## src/rtl/guess_round_ctrl.sv

```systemverilog
// guess_round_ctrl: round/attempt controller for a BCD number-guessing game.
// Ports: clk, reset (sync, active-high); submit (level, edge-detected inside);
//   guess_digit_1..3 / target_digit_1..3 (BCD, digit_1 = units);
//   round, Max_digit drive the target stage; hint/result_valid report each compare;
//   attempts counts compared guesses this round; win/game_over are terminal flags.
// Optional: define ATTEMPT_LIMIT_EN to end the game after MAX_ATTEMPTS wrong guesses in a round.
module guess_round_ctrl #(
  parameter int MAX_ATTEMPTS = 7,
  parameter int LOAD_CYCLES  = 2
) (
  input  logic       clk,
  input  logic       reset,
  input  logic       submit,
  input  logic [3:0] guess_digit_1,
  input  logic [3:0] guess_digit_2,
  input  logic [3:0] guess_digit_3,
  input  logic [3:0] target_digit_1,
  input  logic [3:0] target_digit_2,
  input  logic [3:0] target_digit_3,
  output logic [3:0] round,
  output logic [1:0] Max_digit,
  output logic [1:0] hint,
  output logic       result_valid,
  output logic [3:0] attempts,
  output logic       win,
  output logic       game_over
);
`ifdef ATTEMPT_LIMIT_EN
  localparam bit LIMIT_EN = 1'b1;
`else
  localparam bit LIMIT_EN = 1'b0;
`endif
  typedef enum logic [2:0] {LOAD, WAIT_GUESS, COMPARE, ADVANCE, DONE} state_t;
  state_t state, state_n;
  logic [2:0] cnt, cnt_n;
  logic sub_q;
  logic [11:0] g, g_n;
  logic [3:0] round_n, attempts_n;
  logic [1:0] md_n, hint_n;
  logic rv_n, win_n, go_n;
  logic rise, bad, limit;
  logic [11:0] t;
  logic [3:0] att_inc;
  logic [1:0] cmp;
  assign rise = submit & ~sub_q;
  assign t = {target_digit_3, target_digit_2, target_digit_1};
  assign bad = (g[3:0] > 4'd9) | (g[7:4] > 4'd9) | (g[11:8] > 4'd9);
  // With every digit in 0..9 the packed BCD word orders exactly like a hundreds-first digit compare.
  assign cmp = g < t ? 2'b01 : g > t ? 2'b10 : 2'b11;
  assign att_inc = attempts == 4'd15 ? 4'd15 : attempts + 4'd1;
  assign limit = LIMIT_EN && att_inc == 4'(MAX_ATTEMPTS);
  always_comb begin
    state_n = state;
    cnt_n = cnt;
    g_n = g;
    round_n = round;
    md_n = Max_digit;
    hint_n = hint;
    rv_n = 1'b0;
    attempts_n = attempts;
    win_n = win;
    go_n = game_over;
    case (state)
      LOAD: begin
        cnt_n = cnt == 3'(LOAD_CYCLES - 1) ? 3'd0 : cnt + 3'd1;
        state_n = cnt == 3'(LOAD_CYCLES - 1) ? WAIT_GUESS : LOAD;
      end
      WAIT_GUESS: if (rise) begin
        g_n = {guess_digit_3, guess_digit_2, guess_digit_1};
        state_n = COMPARE;
      end
      COMPARE: begin
        rv_n = 1'b1;
        hint_n = bad ? 2'b00 : cmp;
        attempts_n = bad ? attempts : att_inc;
        go_n = game_over | (!bad && cmp != 2'b11 && limit);
        state_n = bad ? WAIT_GUESS : cmp == 2'b11 ? ADVANCE : limit ? DONE : WAIT_GUESS;
      end
      ADVANCE: if (round == 4'd9) begin
        win_n = 1'b1;
        state_n = DONE;
      end else begin
        round_n = round + 4'd1;
        md_n = round >= 4'd6 ? 2'd3 : round >= 4'd3 ? 2'd2 : 2'd1;
        attempts_n = 4'd0;
        hint_n = 2'b00;
        state_n = LOAD;
      end
      DONE: state_n = DONE;
      default: state_n = LOAD;
    endcase
  end
  always_ff @(posedge clk) begin
    if (reset) begin
      state <= LOAD;
      cnt <= 3'd0;
      sub_q <= 1'b1;
      g <= 12'd0;
      round <= 4'd1;
      Max_digit <= 2'd1;
      hint <= 2'b00;
      result_valid <= 1'b0;
      attempts <= 4'd0;
      win <= 1'b0;
      game_over <= 1'b0;
    end else begin
      state <= state_n;
      cnt <= cnt_n;
      sub_q <= submit;
      g <= g_n;
      round <= round_n;
      Max_digit <= md_n;
      hint <= hint_n;
      result_valid <= rv_n;
      attempts <= attempts_n;
      win <= win_n;
      game_over <= go_n;
    end
  end
endmodule
```

## config.mk

```make
export PLATFORM = sky130hd
export DESIGN_NAME = guess_round_ctrl
export DESIGN_NICKNAME = d
export VERILOG_FILES = /design/src/rtl/guess_round_ctrl.sv
export SDC_FILE = /design/constraint.sdc
export NUM_CORES = 1
export LEC_CHECK = 0
export ABC_AREA = 1
export CAP_MARGIN = 10
export CORE_AREA = 3 3 64 66
export CTS_CLUSTER_SIZE = 20
export DETAILED_ROUTE_END_ITERATION = 8
export DIE_AREA = 0 0 67 69
export PLACE_DENSITY = 0.82
export SLEW_MARGIN = 20
export SYNTH_ARGS = -nofsm -noshare
export SYNTH_HDL_FRONTEND = slang
export SYNTH_SLANG_ARGS = --single-unit
```

## constraint.sdc

```tcl
create_clock -name clk -period 1.74 [get_ports clk]
set_clock_uncertainty 0.1 [all_clocks]
set_input_delay 0.261 -clock clk [delete_from_list [all_inputs] [get_ports clk]]
set_output_delay 0.261 -clock clk [all_outputs]
set_load 0.02 [all_outputs]
```

# After elaboration in Yosys (flattened, before gate mapping)
# Cells that the tools add are included.
# classes
add_sub_neg,3
n_lt_le_gt_ge,7
n_eq_ne,11
muxes,19
n_bitwise,5
reduce_logical,7
# ops
op,count
one-hot mux 3 bit (5 select lines),1
2-to-1 mux 2 bit,7
> comparator 12 bit,1
"> comparator 4 bit, second input constant",3
< comparator 12 bit,1
2-to-1 mux 4 bit,3
2-to-1 mux 3 bit,3
"adder 4 x 1 -> 4 bit, second input constant",2
"equality test 4 bit, second input constant",2
one-hot mux 4 bit (2 select lines),1
AND reduction 2 bit,4
"equality test 3 x 1 -> 1 bit, second input constant",2
"equality test 3 x 2 -> 1 bit, second input constant",2
"!= test 2 bit, second input constant",3
"greater-or-equal comparator 4 x 2 -> 1 bit, second input constant",1
"greater-or-equal comparator 4 x 3 -> 1 bit, second input constant",1
one-hot mux 2 bit (2 select lines),1
"adder 3 x 1 -> 3 bit, second input constant",1
"equality test 3 bit, second input constant",1
zero test 3 bit,1
2-to-1 mux 1 bit,3
AND reduction 3 bit,1
"equality test 2 bit, second input constant",1
NOT 1 bit,2
3 further kinds,4
# totals
regBits,33
in_bits,27
wordCells,62

# Logic depth before layout (Yosys ltp)
# Gate-level depths: netlist (run 1).
# logic_depth
word_depth,7
mapped_depth,12
depth_no_buf,12

# Worst setup path after synthesis (run 1)
# No wires, ideal clock.
# synth_path
path_kind,flip-flop to flip-flop
startpoint,register round[1]
endpoint,register Max_digit[0]
setup_time_ns,0.118
t_arrival_ns,1.285
required_ns,1.522
slack_ns,0.237
path_stages_with_launch,9
synth_period_minus_slack_ns,1.503
path_cell_list,dfxtp_1 -> inv_1 -> ha_1 -> nand3_1 -> nand2_4 -> inv_2 -> o31ai_1 -> o22ai_1 -> nand2_1
# synth_via
elab_chain_cells,3
# synth_rtl
element,line_no,rtl
from (decl),20,"output logic [3:0] round,"
from (signal assigned),111,round <= round_n;
greater-or-equal comparator 4 x 2 -> 1 bit or equality test 4 bit (tied branches),"84, 79",
2-to-1 mux 2 bit or NOT 1 bit (tied branches),--,
2-to-1 mux 2 bit or AND reduction 2 bit (tied branches),--,
to (signal assigned),112,Max_digit <= md_n;
to (decl),21,"output logic [1:0] Max_digit,"
# Several ways; a longest one is shown, not always the timed one.
# A chain may end at the register's enable or synchronous reset.

# Final worst setup path (run 1)
# layout_path
startpoint,register attempts[0]
endpoint,output attempts[0]
# layout_lines
element,line_no,rtl
from (decl),24,"output logic [3:0] attempts,"
from (signal assigned),115,attempts <= attempts_n;
# No word-level cell between the ends.

==> summary.log, run 1 <==
qor: yosys.yosysUniqueCellTypes 31
qor: yosys.synth-edff-count 0
qor: timing.report.final.hold_viol_count 0
qor: global_routing.grt_util_all_layers 17.29%
qor: critical_path.timing.critical_path.slowest_cell_delay 0.64 ns
qor: clock_tree.clock_sink_count 33
qor: clock_tree.insertion_delay 0.28 ns
qor: timing.unrepaired_setup_endpoints_after_global_routing true
qor: yosys.synth-seq-cells 33
qor: run.max_cap_violations 0
qor: layout.area_growth 31.41%
qor: floorplanning.design.portCount 42
qor: timing.report.final.setup_viol 0
qor: detailed_routing.drt-vias-per-instance 4.789
qor: critical_path.critical_path_cell_count 1
qor: layout.finalCoreUtilization 63.67%
qor: global_routing.use_met3 5.212%
qor: timing.layout_setup_ws 0.06164 ns
qor: yosys.avgSynthCellArea 7.185 um2
qor: critical_path.worstRegToRegCells 8
qor: floorplanning.die_area 0.004623 mm2
qor: yosys.synth_largest_type_area_fraction 37.53%
qor: yosys.syn_nets 288
qor: placement.place.gp.congestion 0.8376
qor: yosys.post_synth_inst_count 245
qor: critical_path.crit_end attempts[0]
qor: floorplanning.initial_utilization 48.45%
qor: clock_tree.ctsLongestPathBuffers 2
qor: layout.fill_cells 334
qor: placement.place_area 0.002210 mm2
qor: power_and_ir_drop.irDropWorstVdd 0.4288 mV
qor: timing.layout_min_cycle_time 1.678 ns
qor: timing.min_period_over_period 96.46%
qor: detailed_routing.pre_antenna_drt_iters 4
qor: global_routing.globalRouteMet1Util 21.89%
qor: placement.portBuffers 40
qor: global_routing.grt_start_max_net_pins 26
qor: yosys.synth.most_common_cell nor2_1
qor: yosys.synth_commonest_cells nor2_1 (38), inv_1 (37), nand2_1 (36)
qor: critical_path.cp_data_arrival_time 1.32 ns
qor: layout.post_route_cells_drive_above_1_share 9.689%
qor: critical_path.critical_path_peak_fanout 5
qor: global_routing.via_count_of_the_first_global_routing_pass 1518
qor: clock_tree.clk_transition_reported_paths 0.06 ns
qor: outcome.outcome finished clean
qor: layout.final-instance-count-excl-fill 337
qor: yosys.yosys_warns 0
qor: critical_path.reg2reg_to Max_digit[0]
qor: floorplanning.die-height 69 um
qor: detailed_routing.drt-initial-drc-count 69
qor: floorplanning.rows 22
qor: placement.placement.setup.worst_slack -0.1920 ns
qor: detailed_routing.antenna_violating_nets_post_route 0
qor: layout.layout.nets 332
qor: yosys.netlist_area 0.001760 mm2
qor: critical_path.worstSetupEndpointType output pin
qor: clock_tree.post_cts_hold_buffer_count 0
qor: detailed_routing.totalWireLength 3669 um
qor: critical_path.setup.worst_path.start attempts[0]
qor: placement.dp_hpwl 2750 um
qor: timing.setup_total_negative_slack 0 ns
qor: global_routing.grt_first_pass_wirelength 6299 um
qor: global_routing.globalRouteMet2Util 27.73%
qor: critical_path.timing.critical_path.cells clkdlybuf4s50_1
qor: yosys.postSynth.topFlopCell dfxtp_1
qor: detailed_routing.routed_wire_length_per_instance 10.89 um
qor: power_and_ir_drop.power_per_cell_area 829.5 mW/mm2
qor: global_routing.antenna_found_initial 0
qor: critical_path.timing.critical_path.from_type register
qor: power_and_ir_drop.p_leak 1.076 nW
qor: clock_tree.tritoncts yes
qor: yosys.synthDominantAreaCellType dfxtp_1
qor: detailed_routing.dr_total_vias 1614
qor: yosys.ys_top_cells_by_area dfxtp_1 (38%), ha_1 (11%), nor2_1 (8.1%)
qor: critical_path.cpLargestDelayFamily buffers and inverters
qor: floorplanning.fp.dieW 67 um
qor: clock_tree.clock_tree.htree_level_count 2
qor: critical_path.timing.critical_path.buf_inv 1
qor: yosys.synth_seq_area_share 37.53%
qor: hold_path.class_of_the_tightest_hold_or_removal_check register to register
qor: detailed_routing.remaining_drc_errors 0
qor: clock_tree.clk_root_buffer_cell clkbuf_8
qor: layout.n_antenna_cell 0
qor: power_and_ir_drop.finalPower 1.919 mW
qor: critical_path.r2r_setup_slack 0.22 ns
qor: critical_path.launching_point_of_the_worst_reg2reg_path round[1]
qor: timing.worst_hold_slack 0.3544 ns
qor: yosys.synth_async_sr_flop_share 0%
qor: global_routing.most_used_layer_global_route met2
qor: timing.maxSlewViolCount 0
qor: floorplanning.placeable_area 0.003633 mm2
qor: placement.post_placement_cell_count 330
qor: global_routing.gr-total-overflow 0
qor: critical_path.critPathKind register to output pin
qor: critical_path.critical_path_required 1.38 ns
qor: timing.fmax 0.5958 GHz
qor: critical_path.crit_path_top_delay_cell clkdlybuf4s50_1
qor: layout.final_area 0.002313 mm2
qor: clock_tree.tritoncts.num_buffers 5
==> flip-flops by register name (all words and copies together), names as in the netlist <==
| register | count |
|---|---|
| attempts | 4 |
| win | 1 |
| round | 4 |
| cnt | 3 |
| sub_q | 1 |
| result_valid | 1 |
| Max_digit | 2 |
| hint | 2 |
| state | 3 |
| g | 12 |
==> cell type report <==
| class | instances | area (um2) | area share [%] |
|---|---|---|---|
| clock buffer | 7 | 86.33 | 3.732 |
| tap | 48 | 60.06 | 2.596 |
| timing repair buffer | 43 | 427.9 | 18.50 |
| multi-input combinational | 164 | 914.6 | 39.53 |
| sequential | 33 | 660.6 | 28.56 |
| inverter | 42 | 163.9 | 7.085 |
==> layout by cell type, fill, tap and decap left out, types with 3 or more instances in the layout <==
master           synthesis  routed
clkbuf_8                 0       6
buf_4                    2       3
clkdlybuf4s50_1          0      38
nand2_4                  3       3
ha_1                    16      16
nor2_1                  38      38
nand3_2                  1       3
o21ai_0                 22      22
nand2_2                  3       4
inv_2                    3       3
nand3_1                 12      10
a21oi_1                 17      17
nand2_1                 36      35
dfxtp_1                 33      33
inv_1                   37      37
==> worst min-delay path by stage <==
stage	from	to	slack [ns]	cells past startpoint
floorplan	submit	sub_q	0.27	2
global placement	g[0]	g[0]	0.35	2
detailed placement	g[0]	g[0]	0.35	2
CTS	g[0]	g[0]	0.36	2
global route	Max_digit[1]	Max_digit[1]	0.38	2
finish	g[0]	g[0]	0.35	2
==> routing by layer <==
metal  part of all wire [%]  vias up  routed length (um)
li1                       -      869                   -
met4                    1.4        0                  52
met2                     47       25                1739
met5                      0        -                   0
met1                     47      713                1732
met3                    4.0        7                 145
==> power breakdown <==
part | internal (mW) | switching (mW)
sequential | 0.818 | 0.0521
clock | 0.314 | 0.260
combinational | 0.216 | 0.259
total | 1.35 | 0.571
==> logic make-up after synthesis <==
| logic type | Yosys count | share of synthesized area (%) |
|---|---|---|
| AO/OA/AOI/OAI | 48 | 14.64 |
| adder cells (fa/ha/maj) | 16 | 11.37 |
| buffers and inverters | 48 | 11.23 |
| flip-flops | 33 | 37.53 |
| other | 1 | 0.2130 |
| AND/OR/NAND/NOR | 99 | 25.02 |
==> timing repair <==
action,CTS,global route
gates resized for setup,0,5
setup endpoints to repair,0,4
buffers inserted,0,0
(Power assumes the default switching activity.)
==> run 2, diff against run 1 <==
--- a/config.mk
+++ b/config.mk
@@ -7,11 +7,11 @@
 export LEC_CHECK = 0
 export ABC_AREA = 1
 export CAP_MARGIN = 10
-export CORE_AREA = 3 3 64 66
+export CORE_AREA = 3 3 67 69
 export CTS_CLUSTER_SIZE = 20
 export DETAILED_ROUTE_END_ITERATION = 8
-export DIE_AREA = 0 0 67 69
-export PLACE_DENSITY = 0.82
+export DIE_AREA = 0 0 70 72
+export PLACE_DENSITY = 0.76
 export SLEW_MARGIN = 20
 export SYNTH_ARGS = -nofsm -noshare
 export SYNTH_HDL_FRONTEND = slang
==> run 2 against run 1 <==
  * First-iteration DRC count is 16% lower
  * Sequential power hardly changed
  * Non-clock buffer count is 1 lower
  * Hold slack better by 0.013 ns
  * Via count is 0.31% lower
  * Cell count is 0.59% higher
  * Clock power is 12% higher
  * Final area is 0.87% higher
  * Critical path depth stayed put
  * Utilization is 4.9 points lower
==> summary.log, run 2 (same netlist as run 1, synthesis figures left out) <==
qor: detailed_routing.drt-vias-per-instance 4.746
qor: layout.fill_cells 390
qor: layout.largest_reg_flops 12
qor: critical_path.critical_path_required 1.38 ns
qor: layout.layout.nets 331
qor: clock_tree.clk_transition_reported_paths 0.07 ns
qor: power_and_ir_drop.share_clk_of_total_power 32.3%
qor: detailed_routing.dr_total_vias 1609
qor: global_routing.grt_start_max_net_pins 26
qor: clock_tree.ctsLongestPathBuffers 2
qor: hold_path.class_of_the_tightest_hold_or_removal_check register to register
qor: floorplanning.design.portCount 42
qor: power_and_ir_drop.pwr-share-comb 24.1%
qor: floorplanning.rows 23
qor: critical_path.timing.critical_path.from_type register
qor: floorplanning.placeable_area 0.003971 mm2
qor: floorplanning.fp.dieW 70 um
qor: critical_path.timing.critical_path.buf_inv 1
qor: power_and_ir_drop.finalPower 1.992 mW
qor: hold_path.min_path_cells 2
qor: critical_path.worstSetupEndpointType output pin
qor: clock_tree.tritoncts yes
qor: layout.layout_common_cells nor2_1 (38), inv_1 (37), clkdlybuf4s50_1 (37)
qor: layout.area_growth 32.55%
qor: clock_tree.cts_setup_buffers 0
qor: detailed_routing.totalWireLength 3673 um
qor: layout.final_area 0.002333 mm2
qor: detailed_routing.antenna_violating_nets_post_route 0
qor: critical_path.worstRegToRegCells 8
qor: floorplanning.initial_utilization 44.33%
qor: power_and_ir_drop.irDropWorstVdd 0.4244 mV
qor: global_routing.grt_first_pass_wirelength 6768 um
qor: global_routing.most_used_layer_global_route met2
qor: critical_path.timing.critical_path.slowest_cell_delay 0.63 ns
qor: timing.min_period_over_period 96.43%
qor: critical_path.timing.critical_path.cells clkdlybuf4s50_1
qor: critical_path.cpLargestDelayFamily buffers and inverters
qor: power_and_ir_drop.sequentialPowerShare 43.6%
qor: outcome.outcome finished clean
qor: timing.maxSlewViolCount 0
qor: detailed_routing.routed_wire_length_per_instance 10.83 um
qor: global_routing.use_met3 4.571%
qor: clock_tree.insertion_delay 0.29 ns
qor: placement.placement.setup.worst_slack -0.2093 ns
qor: detailed_routing.remaining_drc_errors 0
qor: critical_path.critPathKind register to output pin
qor: placement.place.gp.congestion 0.7771
qor: power_and_ir_drop.p_leak 1.091 nW
qor: placement.portBuffers 40
qor: layout.commonest_non_fill_non_tap_cell_in_the_layout nor2_1
qor: layout.n_antenna_cell 0
qor: critical_path.critical_path_cell_count 1
qor: critical_path.critical_path_peak_fanout 5
qor: timing.report.final.setup_viol 0
qor: critical_path.cp_data_arrival_time 1.32 ns
qor: clock_tree.clock_tree.htree_level_count 2
qor: placement.place_area 0.002217 mm2
qor: timing.fmax 0.5960 GHz
qor: floorplanning.die_area 0.005040 mm2
qor: power_and_ir_drop.switching_share_of_total_power 30.13%
qor: layout.biggestRegsByFlops g x12, attempts x4, round x4
qor: global_routing.globalRouteMet2Util 27.60%
qor: layout.final-instance-count-excl-fill 339
qor: layout.regMostFlops g
qor: clock_tree.clock_sink_count 33
qor: clock_tree.post_cts_hold_buffer_count 0
qor: global_routing.globalRouteMet1Util 20.52%
qor: power_and_ir_drop.power_per_cell_area 853.5 mW/mm2
qor: detailed_routing.drt-initial-drc-count 58
qor: floorplanning.die-height 72 um
qor: layout.post_route_cells_drive_above_1_share 10.38%
qor: power_and_ir_drop.internal_power 1.391 mW
qor: placement.dp_hpwl 2837 um
qor: run.max_cap_violations 0
qor: critical_path.crit_path_top_delay_cell clkdlybuf4s50_1
qor: global_routing.via_count_of_the_first_global_routing_pass 1606
qor: placement.post_placement_cell_count 331
qor: global_routing.antenna_found_initial 0
qor: power_and_ir_drop.p_switching 0.6001 mW
qor: clock_tree.clk_root_buffer_cell clkbuf_8
qor: global_routing.grt_util_all_layers 16.66%
qor: timing.report.final.hold_viol_count 0
qor: detailed_routing.pre_antenna_drt_iters 4
qor: clock_tree.tritoncts.num_buffers 5
qor: global_routing.gr-total-overflow 0
qor: timing.unrepaired_setup_endpoints_after_global_routing false
qor: timing.layout_min_cycle_time 1.678 ns
qor: timing.layout_setup_ws 0.06203 ns
run 2: cell count changes in the layout (fill, tap and decap cells not counted), sizes merged:
| cell | previous run | this run |
|---|---|---|
| dlygate4sd2 | 0 | 2 |
| clkdlybuf4s50 | 38 | 37 |
| dlymetal6s2s | 2 | 1 |
| clkinv | 2 | 3 |
| buf | 3 | 2 |
run 2: timing repair:
action                                  in CTS  in global routing
pin swaps                                    0                  0
endpoints found under the setup margin       2                  4
resized for setup                            2                  5
run 2: power by group through the flow:
stage | clock network (mW) | logic [mW] | registers [mW]
5_1_grt | 0.687 | 0.556 | 0.877
3_3_place_gp | 0 | 0.462 | 0.883
2_1_floorplan | 0 | 0.289 | 0.902
6_report | 0.643 | 0.480 | 0.869
3_5_place_dp | 0 | 0.475 | 0.885
4_1_cts | 0.657 | 0.478 | 0.868
run 2: cell type report:
| type | count | area (um2) | area share [%] |
|---|---|---|---|
| well taps | 50 | 62.56 | 2.681 |
| multi-input cells | 164 | 917.1 | 39.30 |
| repair buffers | 42 | 427.9 | 18.34 |
| flip-flops and latches | 33 | 660.6 | 28.31 |
| clock inverters | 1 | 5.005 | 0.2145 |
| inverters | 42 | 163.9 | 7.024 |
| clock buffers | 7 | 96.34 | 4.129 |
run 2: worst paths after layout:
| check | start | to | slack [ns] |
|---|---|---|---|
| hold / removal | Max_digit[1] | Max_digit[1] | 0.37 |
| setup reg to reg | round[1] | round[2] | 0.19 |
| hold reg to reg | Max_digit[1] | Max_digit[1] | 0.37 |
| setup / recovery | attempts[0] | attempts[0] | 0.06 |
run 2: metrics by stage:
stage / setup TNS [ns] / utilization (%) / hold WS, ns
CTS: 0 / 58.32 / 0.3745
global placement: -0.3365 / 55.83 / 0.3549
finish: 0 / 58.76 / 0.3678
detailed placement: -0.5529 / 55.83 / 0.3645
floorplan: 0 / - / 0.2664
global route: 0 / 58.76 / 0.4038
run 2: layer usage:
| layer | share of wire (%) | wire (um) | vias to the layer above |
|---|---|---|---|
| li1 | - | - | 861 |
| met1 | 48 | 1765 | 711 |
| met2 | 46 | 1678 | 30 |
| met3 | 4.3 | 157 | 7 |
| met4 | 2.0 | 72 | 0 |
| met5 | 0 | 0 | - |
==> run 3, diff against run 2 <==
--- a/config.mk
+++ b/config.mk
@@ -7,10 +7,10 @@
 export LEC_CHECK = 0
 export ABC_AREA = 1
 export CAP_MARGIN = 10
-export CORE_AREA = 3 3 67 69
+export CORE_AREA = 2 2 66 68
 export CTS_CLUSTER_SIZE = 20
 export DETAILED_ROUTE_END_ITERATION = 8
-export DIE_AREA = 0 0 70 72
+export DIE_AREA = 0 0 68 70
 export PLACE_DENSITY = 0.76
 export SLEW_MARGIN = 20
 export SYNTH_ARGS = -nofsm -noshare
==> run 3 against run 2 <==
  * Largest cell class unchanged
  * Non-clock buffer count rose by 2
  * Sequential cell count did not move
  * Largest power group unchanged
  * Final area fell by 0.75%
  * Sequential power barely moved
  * Global-route usage rose by 0.75 points
  * Clock power fell by 9.8%
  * Sequential share of layout area rose by 0.21 points
  * Highest routed layer unchanged
  * Clock-buffer cell count did not move
  * Register-to-register slack got worse by 0.02 ns
  * Maximum frequency barely moved
  * Via count rose by 2.2%
==> summary.log, run 3 (same netlist as run 1, synthesis figures left out) <==
qor: outcome.outcome finished clean
qor: clock_tree.insertion_delay 0.29 ns
qor: layout.layout_common_cells nor2_1 (38), clkdlybuf4s50_1 (38), inv_1 (37)
qor: floorplanning.die-height 70 um
qor: critical_path.timing.critical_path.buf_inv 1
qor: hold_path.min_path_cells 2
qor: timing.layout_min_cycle_time 1.679 ns
qor: critical_path.cpLargestDelayFamily buffers and inverters
qor: layout.finalCoreUtilization 55.89%
qor: timing.layout_setup_ws 0.06150 ns
qor: power_and_ir_drop.irDropWorstVdd 0.4059 mV
qor: clock_tree.clock_tree.htree_level_count 2
qor: hold_path.class_of_the_tightest_hold_or_removal_check register to register
qor: layout.post_route_cells_drive_above_1_share 9.655%
qor: detailed_routing.totalWireLength 3663 um
qor: layout.final_area 0.002316 mm2
qor: timing.maxSlewViolCount 0
qor: layout.layout.nets 333
qor: critical_path.setup.worst_path.start round[2]
qor: power_and_ir_drop.p_leak 1.061 nW
qor: critical_path.launching_point_of_the_worst_reg2reg_path round[1]
qor: floorplanning.design.portCount 42
qor: layout.area_growth 31.56%
qor: critical_path.crit_path_top_delay_cell clkdlybuf4s50_1
qor: critical_path.timing.critical_path.cells clkdlybuf4s50_1
qor: timing.unrepaired_setup_endpoints_after_global_routing false
qor: timing.report.final.setup_viol 0
qor: layout.n_antenna_cell 0
qor: critical_path.worstSetupEndpointType output pin
qor: floorplanning.placeable_area 0.004144 mm2
qor: clock_tree.tritoncts.num_buffers 5
qor: critical_path.critPathKind register to output pin
qor: critical_path.critical_path_required 1.38 ns
qor: critical_path.r2r_setup_slack 0.17 ns
qor: floorplanning.initial_utilization 42.48%
qor: layout.regMostFlops g
qor: global_routing.grt_util_all_layers 17.41%
qor: timing.setup_total_negative_slack 0 ns
qor: placement.portBuffers 40
qor: detailed_routing.drt-initial-drc-count 53
qor: clock_tree.clk_transition_reported_paths 0.06 ns
qor: floorplanning.fp.dieW 68 um
qor: global_routing.grt_start_max_net_pins 26
qor: global_routing.antenna_found_initial 0
qor: critical_path.cp_data_arrival_time 1.32 ns
qor: power_and_ir_drop.power_per_cell_area 830.5 mW/mm2
qor: run.max_cap_violations 0
qor: clock_tree.ctsLongestPathBuffers 2
qor: placement.place_area 0.002222 mm2
qor: timing.report.final.hold_viol_count 0
qor: clock_tree.clock_sink_count 33
qor: detailed_routing.dr_total_vias 1644
qor: clock_tree.cts_setup_buffers 0
qor: critical_path.timing.critical_path.from_type register
qor: timing.fmax 0.5958 GHz
qor: placement.dp_hpwl 2856 um
qor: timing.min_period_over_period 96.47%
qor: floorplanning.rows 24
qor: hold_path.timing.hold.worst_endpoint g[0]
qor: detailed_routing.antenna_violating_nets_post_route 0
qor: detailed_routing.remaining_drc_errors 0
qor: global_routing.gr-total-overflow 0
qor: clock_tree.tritoncts yes
qor: layout.largest_reg_flops 12
qor: detailed_routing.pre_antenna_drt_iters 4
qor: placement.placement.setup.worst_slack -0.1808 ns
qor: global_routing.grt_first_pass_wirelength 6258 um
qor: layout.final-instance-count-excl-fill 342
qor: critical_path.timing.critical_path.slowest_cell_delay 0.63 ns
qor: critical_path.reg2reg_to Max_digit[0]
qor: clock_tree.post_cts_hold_buffer_count 0
qor: clock_tree.clk_root_buffer_cell clkbuf_8
qor: detailed_routing.routed_wire_length_per_instance 10.71 um
qor: critical_path.worstRegToRegCells 8
qor: power_and_ir_drop.finalPower 1.923 mW
qor: layout.biggestRegsByFlops g x12, attempts x4, round x4
qor: placement.post_placement_cell_count 335
qor: floorplanning.die_area 0.004760 mm2
qor: placement.place.gp.congestion 0.8236
qor: critical_path.critical_path_peak_fanout 5
qor: hold_path.worstHoldStart g[0]
qor: timing.worst_hold_slack 0.3684 ns
qor: global_routing.via_count_of_the_first_global_routing_pass 1533
qor: detailed_routing.drt-vias-per-instance 4.807
run 3: cell types whose count changed in the layout (fill, tap and decap cells not counted), sizes merged:
cell           before  now
buf                 2    4
clkdlybuf4s50      37   38
clkinv              3    2
dlygate4sd2         2    1
run 3: worst max path at each step:
stage / slack, ns / endpoint / depth (start not counted)
floorplan: 0.24 / Max_digit[0] / 8
global placement: -0.13 / hint[0] / 11
detailed placement: -0.18 / hint[0] / 12
CTS: 0.009 / round[0] / 1
global route: 0.001 / hint[0] / 10
finish: 0.06 / round[2] / 1
run 3: layout make-up:
class / instances / area, um2
clock buffer: 7 / 86.33
fill: 407 / 1828
inverter: 42 / 163.9
multi-input combinational: 164 / 908.4
sequential: 33 / 660.6
tap: 52 / 65.06
timing repair buffer: 44 / 431.7
run 3: report_power, final:
| group | leakage, nW | total, mW | internal [mW] | switching [mW] |
|---|---|---|---|---|
| clock | 0.0443 | 0.580 | 0.313 | 0.266 |
| sequential | 0.267 | 0.871 | 0.818 | 0.0524 |
| combinational | 0.749 | 0.473 | 0.216 | 0.257 |
run 3: metal layers:
layer  track usage [%]  vias to the layer above  wire [um]
met5                 0                        -          0
met4             9.333                        0         81
met3             4.992                        7        167
li1                  -                      867          -
met2             29.13                       27       1822
met1             19.31                      743       1592
run 3: worst reg2reg max path, cell delays in order (launching register included):
cell and delay (ns):
dfxtp_1 0.43, inv_1 0.08, ha_1 0.18, nand3_1 0.15, nand2_4 0.11, inv_2 0.10, o31ai_1 0.10, o22ai_1 0.12
nand2_1 0.07
run 3: timing repair:
item / CTS / global route
gates resized for setup: 1 / 3
hold endpoints to repair: 0 / 0
setup endpoints to repair: 1 / 3
